$ cat config.mk
export PLATFORM = sky130hd
export DESIGN_NAME = proj_minhash_accum
export DESIGN_NICKNAME = d
export VERILOG_FILES = /design/src/rtl/proj_minhash_accum.sv
export SDC_FILE = /design/constraint.sdc
export NUM_CORES = 2
export LEC_CHECK = 0
export CAP_MARGIN = 20
export CELL_PAD_IN_SITES_DETAIL_PLACEMENT = 1
export CELL_PAD_IN_SITES_GLOBAL_PLACEMENT = 1
export CORE_ASPECT_RATIO = 0.8
export CORE_UTILIZATION = 30
export DETAILED_ROUTE_END_ITERATION = 12
export PLACE_DENSITY = 0.62
export SLEW_MARGIN = 20
export SYNTH_ARGS = -nofsm -noshare
export SYNTH_HDL_FRONTEND = slang
export SYNTH_SLANG_ARGS = --single-unit
export TNS_END_PERCENT = 10
$ cat constraint.sdc
create_clock -name clk -period 6.6 [get_ports clk]
set_input_delay 0.66 -clock clk [delete_from_list [all_inputs] [get_ports clk]]
set_output_delay 0.66 -clock clk [all_outputs]
set_load 0.02 [all_outputs]
$ cat src/rtl/proj_minhash_accum.sv
// MinHash accumulator: NUM_HASH linear hashes per streamed element, running per-lane minimum,
// signature presented through a valid/ready handshake.
module proj_minhash_accum #(
    parameter int FM_BUFFER_SIZE = 16,
    parameter int DATA_W         = 16,
    parameter int HASH_W         = 16,
    parameter int NUM_HASH       = 4,
    parameter int CNT_W          = $clog2(FM_BUFFER_SIZE + 1)
) (
    input  logic                         clk,
    input  logic                         rst_n,
    input  logic                         start,
    input  logic [NUM_HASH*HASH_W-1:0]   hash_a,
    input  logic [NUM_HASH*HASH_W-1:0]   hash_b,
    input  logic                         in_valid,
    input  logic [DATA_W-1:0]            in_data,
    input  logic                         in_last,
    output logic                         in_ready,
    output logic                         busy,
    output logic                         sig_valid,
    input  logic                         sig_ready,
    output logic [NUM_HASH*HASH_W-1:0]   sig_data,
    output logic [CNT_W-1:0]             sig_count
);

    typedef enum logic [1:0] {IDLE, ACCUM, DRAIN, HOLD} state_t;

    state_t                       r_state;
    state_t                       w_next;
    logic [NUM_HASH*HASH_W-1:0]   r_a;
    logic [NUM_HASH*HASH_W-1:0]   r_b;
    logic [NUM_HASH*HASH_W-1:0]   r_p;
    logic [NUM_HASH*HASH_W-1:0]   r_min;
    logic                         r_p_valid;
    logic [CNT_W-1:0]             r_count;
    logic                         r_in_ready;
    logic                         r_busy;
    logic                         r_sig_valid;

    logic [NUM_HASH*HASH_W-1:0]   w_p;
    logic [NUM_HASH*HASH_W-1:0]   w_h;
    logic [NUM_HASH*HASH_W-1:0]   w_min;
    logic                         w_accept;
    logic                         w_at_limit;

    assign w_accept   = in_valid & r_in_ready;
    assign w_at_limit = (r_count == CNT_W'(FM_BUFFER_SIZE - 1));

    always_comb begin
        w_next = r_state;
        case (r_state)
            IDLE:    if (start) w_next = ACCUM;
            ACCUM:   if (w_accept && (in_last || w_at_limit)) w_next = DRAIN;
            DRAIN:   w_next = HOLD;
            HOLD:    if (sig_ready) w_next = IDLE;
            default: w_next = IDLE;
        endcase
    end

    // Stage 1 product from the incoming element, stage 2 offset + unsigned min from the registered product.
    always_comb begin
        w_p   = '0;
        w_h   = '0;
        w_min = '0;
        for (int unsigned k = 0; k < NUM_HASH; k++) begin
            w_p[k*HASH_W +: HASH_W] = HASH_W'({{DATA_W{1'b0}}, r_a[k*HASH_W +: HASH_W]}
                                             * {{HASH_W{1'b0}}, in_data});
            w_h[k*HASH_W +: HASH_W] = r_p[k*HASH_W +: HASH_W] + r_b[k*HASH_W +: HASH_W];
            w_min[k*HASH_W +: HASH_W] = (w_h[k*HASH_W +: HASH_W] < r_min[k*HASH_W +: HASH_W])
                                        ? w_h[k*HASH_W +: HASH_W] : r_min[k*HASH_W +: HASH_W];
        end
    end

    always_ff @(posedge clk or negedge rst_n) begin
        if (!rst_n) begin
            r_state     <= IDLE;
            r_a         <= '0;
            r_b         <= '0;
            r_p         <= '0;
            r_min       <= '1;
            r_p_valid   <= 1'b0;
            r_count     <= '0;
            r_in_ready  <= 1'b0;
            r_busy      <= 1'b0;
            r_sig_valid <= 1'b0;
        end else begin
            r_state     <= w_next;
            r_in_ready  <= (w_next == ACCUM);
            r_busy      <= (w_next != IDLE);
            r_sig_valid <= (w_next == HOLD);
            if (r_state == IDLE && start) begin
                r_a       <= hash_a;
                r_b       <= hash_b;
                r_min     <= '1;
                r_count   <= '0;
                r_p_valid <= 1'b0;
            end else begin
                r_p_valid <= w_accept;
                if (w_accept) begin
                    r_p     <= w_p;
                    r_count <= r_count + CNT_W'(1);
                end
                if (r_p_valid) r_min <= w_min;
            end
        end
    end

    assign in_ready  = r_in_ready;
    assign busy      = r_busy;
    assign sig_valid = r_sig_valid;
    assign sig_data  = r_min;
    assign sig_count = r_count;

endmodule

* After elaboration in Yosys (flattened, before gate mapping) *
Cells that the tools add are included.
Widths: inputs -> output; s select.

storage, ports and cells
  flip-flop bits (word level) = 267
  output and inout port bits = 72
  logic and storage cells = 63
  input port bits = 150

cells by class
  reduce and logical (&&, ||, !) cells = 16
  $mul = 4
  equality and inequality tests = 6
  bitwise operators = 2
  add/sub/neg operators = 5
  $lt $le $gt $ge = 4
  multiplexer cells = 13

operators by type and width
  operator             number
  $mux 64              2
  $add 16x16->16       4
  $lt 16x16->1         4
  $mul 16x16->16       4
  $mux 16              4
  $reduce_bool 2->1    7
  $mux 5               2
  $reduce_and 2->1     5
  $pmux 2 s4           1
  $eq 2x2->1 const B   3
  $mux 2               3
  $add 5x1->5 const B  1
  $eq 5x4->1 const B   1
  $eq 2x1->1 const B   2
  $logic_and 1x1->1    2
  $logic_not 2->1      1
  $and 1x1->1          1
  $logic_or 1x1->1     1
  $mux 1               1
  $not 1->1            1

* Logic depth before layout (Yosys ltp) *
  word-level depth = 6
  mapped depth = 22
  mapped depth without buffers = 20

* Worst setup path after synthesis *
OpenSTA, ideal clock, no wires.

  path kind = input -> register
  start = in in_data[1]
  end = reg r_p[62]
  library setup time = 87 ps
  required time = 6513 ps
  stages on the path = 20
  slack = 762 ps
  path buffers = 2
  arrival = 5751 ps
  cell sequence = clkbuf_1 > clkbuf_1 > nand2_1 > fa_1 > fa_1 > inv_1 > fa_1 > inv_1 > fa_1 > inv_1 > fa_1 > inv_1 > fa_1 > inv_1 > ha_1 > nand3_1 > nor3_1 > nor3_1 > or4_1 > o211ai_1

between the ends
  longest elaborated chain between the ends = 1

RTL lines
  item                    RTL line  text
  start: declaration      16        input logic [DATA_W-1:0] in_data,
  $mul 16x16->16          67        * {{HASH_W{1'b0}}, in_data});
  end signal: assignment  100       r_p <= w_p;
  end: declaration        32        logic [NUM_HASH*HASH_W-1:0] r_p;

No other way between the ends.
A chain may end at the register's enable or synchronous reset.

* Worst setup path in the final report *
  start = in in_data[4]
  end = reg r_p[62]

Same word-level chain as after synthesis.

==> results.md <==
* Worst Setup Path Type: in -> reg
* Dominant cell type by area after synthesis: fa_1
* Synth Area in XOR/XNOR at 6.16%
* Synth Area in Adders at 34.5%
* Placed cell areas at 34000 um2
* Cts repair resizes at 0
* Detailed placement HPWL at 68.3 mm
* Asr flop ratio synth at 100%
* WP depth at 20
* Peak Freq at 174 MHz
* RSZ-0062 raised after global routing: false
* Wirelength, routed at 88.9 mm
* Drt wl/cell at 17.9 um
* Commonest cells after routing, fill and taps aside: nand2_1, inv_1, fa_1, ha_1, and2_1
* Post-synthesis cell count at 3496
* Simple-Gate Fraction of Synth Area at 20.2%
* Most used cell along the critical path: fa_1
* Fillcell total at 11639
* CP max stage cell: fa_1
* GRT Resource Usage Total at 17.7%
* Final hold viol count at 0
* Area grow syn2layout at 16.2%
* Clk buf depth at 3
* DRT antenna net count at 0
* Vias after detailed routing at 23379
* Largest family of logic cells by synthesized area: adder cells
* Most common cell after layout, fill and taps aside: nand2_1
* Hold WC Path Type: in -> async
* Root Buffer: clkbuf_16
* Fin crit period at 5.73 ns
* Area contributors post-synth: fa_1, dfrtp_1, ha_1
* Die area at 102000 um2
* Compound-Gate Fraction of Synth Area at 8.38%
* Setup TNS at 0 ns
* Post CTS Setup Buffer Count at 0
* Global route overflow at 0
* DR DRC count at 0
* YS warnings at 0
* CP top delay family: adder cells
* Final #Nets at 4431
* Ratio of cells with drive above 1 in the final layout at 5.81%
* Overall die width at 357 um
* Die height at 286 um
* Clk slew on worst S/H paths at 0.06 ns
* Syn Nets at 4288
* Rows at 103
* Largest net degree at the start of global routing at 137
* Synth unique cells at 75
* Multiplexer share of the synthesized area at 0.0702%
* Fin. max-slew vios at 0
* Rel. slew slack at 31.1%
* CTS Buf Count at 37
* DRT iter0 DRCs at 873
* First-pass GRT wire length at 143 mm
* Max-Cap Viols at 0
* Worst clock skew at 0.0288 ns
* Final worst path period share at 86.9%
* H-Tree Depth at 2
* Boundary pin count at 222
* Worst path max stage delay at 0.53 ns
* # hold bufs at CTS at 0
* Main flop type after synthesis: dfrtp_1
* Core Region at 99400 um2
* CP Data Arrival Time at 6.22 ns
* Final setup fails at 0
* Via/cell ratio at 4.70
* Post-synth EDFFs at 0
* Pre-antenna DRT Iters at 5
* FF+latch count, synth at 267
* Clock sink count at 267
* Status: complete, no violations
* Worst-Margin Slew at 1.03 ns
* Storage cell area at 6760 um2
* Clk_lat worst skew at 0.58 ns
* Number of global-route vias before repair at 25633
* R2R cell count at 19
* Seq/Total Area, Yosys at 22.3%
* CTS tree: done
* Area of the multi-input gates at 21000 um2
* Sum of buffers and inverters on the critical path at 7
* Final Instance Area at 35200 um2
* Synth top area share at 21.4%
* Setup crit end kind: flop
* Startpoint Class: input port
* Max Fanout on Critical Path at 37
* Port Buffers at 221
* Mapped cell area at 30300 um2
* Final GP Congestion at 0.813
* Critical path required time at 7.09 ns
* Syn Area/Cell at 8.67 um2
* Critical path, cell by cell: clkdlybuf4s50_1 > buf_12 > buf_4 > and2_1 > fa_1 > inv_1 > fa_1 > fa_1 > fa_1 > inv_1 > fa_1 > inv_1 > fa_1 > inv_1 > ha_1 > nand3_1 > nor3_1 > nor3_1 > or4_1 > o211ai_1
* Initial antenna violation count at 1
* Initial Util at 30.5%
registers in the layout, summed over array words and instances, names as in the netlist:
| name | flops |
|---|---|
| sig_count | 5 |
| r_a | 64 |
| busy | 1 |
| sig_data | 64 |
| in_ready | 1 |
| r_b | 64 |
| r_state | 2 |
| sig_valid | 1 |
| r_p_valid | 1 |
| r_p | 64 |
cells by family (layout without fill, tap and decap cells):
kind of cell | Yosys count | in the layout
other | 0 | 1
XOR/XNOR | 207 | 207
buffers and inverters | 666 | 836
AO/OA/AOI/OAI | 369 | 369
multiplexers | 2 | 2
AND/OR/NAND/NOR | 1343 | 1343
adder cells (fa/ha/maj) | 642 | 642
flip-flops | 267 | 267
worst register-to-register path, cell delays in order (launching register included):
cell and delay, ns:
dfrtp_1 0.62, nand2_1 0.15, fa_1 0.54, fa_1 0.55, inv_1 0.05, fa_1 0.49
inv_1 0.06, fa_1 0.53, inv_1 0.05, fa_1 0.47, inv_1 0.05, fa_1 0.47
inv_1 0.04, ha_1 0.34, and3_1 0.21, a21oi_1 0.10, o21ai_0 0.13, o41ai_1 0.32
xnor2_1 0.17, o21ai_1 0.08
worst paths after layout:
kind,from,to,slack (ns)
worst min-delay path,rst_n,r_b[56]$_DFFE_PN0P_,0.09
worst max register to register,r_a[10]$_DFFE_PN0P_,r_p[15]$_DFFE_PN0P_,1.03
min in group clk,r_b[34]$_DFFE_PN0P_,r_b[34]$_DFFE_PN0P_,0.48
worst min register to register,r_b[34]$_DFFE_PN0P_,r_b[34]$_DFFE_PN0P_,0.48
max in group asynchronous,rst_n,r_a[14]$_DFFE_PN0P_,5.22
worst max-delay path,in_data[4],r_p[62]$_DFFE_PN0P_,0.87
per-layer routing:
metal / up-vias / track usage [%] / share of wire [%]
li1: 11231 / - / -
met1: 11817 / 23.3 / 46
met2: 249 / 31.1 / 50
met3: 82 / 2.09 / 2.8
met4: 0 / 3.59 / 1.7
met5: - / 0 / 0
cell type report:
| class | count | area share [%] |
|---|---|---|
| Timing Repair Buffer | 262 | 7.43 |
| Clock buffer | 51 | 2.98 |
| Inverter | 508 | 5.42 |
| Tap cell | 1312 | 4.66 |
| Antenna cell | 1 | 0.00711 |
| Clock inverter | 15 | 0.519 |
| Multi-Input combinational cell | 2563 | 59.8 |
| Sequential cell | 267 | 19.2 |
synthesized netlist by cell type (7+ instances only):
cell / number
fa_1: 324
o21a_1: 9
a21oi_1: 61
o21ai_1: 8
inv_1: 507
nand2_1: 813
a211o_1: 13
o211ai_1: 32
xor2_1: 71
xnor2_1: 132
a31oi_1: 16
nand3_1: 65
clkbuf_1: 128
o21ai_0: 100
nor2_1: 76
and3_1: 15
o21bai_1: 9
a211oi_1: 22
nor2b_1: 7
or3_1: 16
nand4_1: 10
buf_1: 8
ha_1: 318
dfrtp_1: 203
nand2b_1: 8
buf_2: 20
nor3_1: 28
and2_1: 272
dfstp_2: 64
a21o_1: 51
stage by stage:
step                utilization [%]  instances  hold slack, ns  setup slack (ns)
detailed placement             34.2       4912           0.469             0.251
global placement               34.2       4912           0.468             0.300
global route                   35.4       4978           0.136             0.526
finish                         35.4       4979          0.0928             0.866
CTS                            35.4       4978           0.105             0.870
floorplan                         -       3496           0.364             0.762
Power is left out: the tool's default activity adds up to more than one toggle a clock period on the data nets, which glitch-free logic cannot reach.
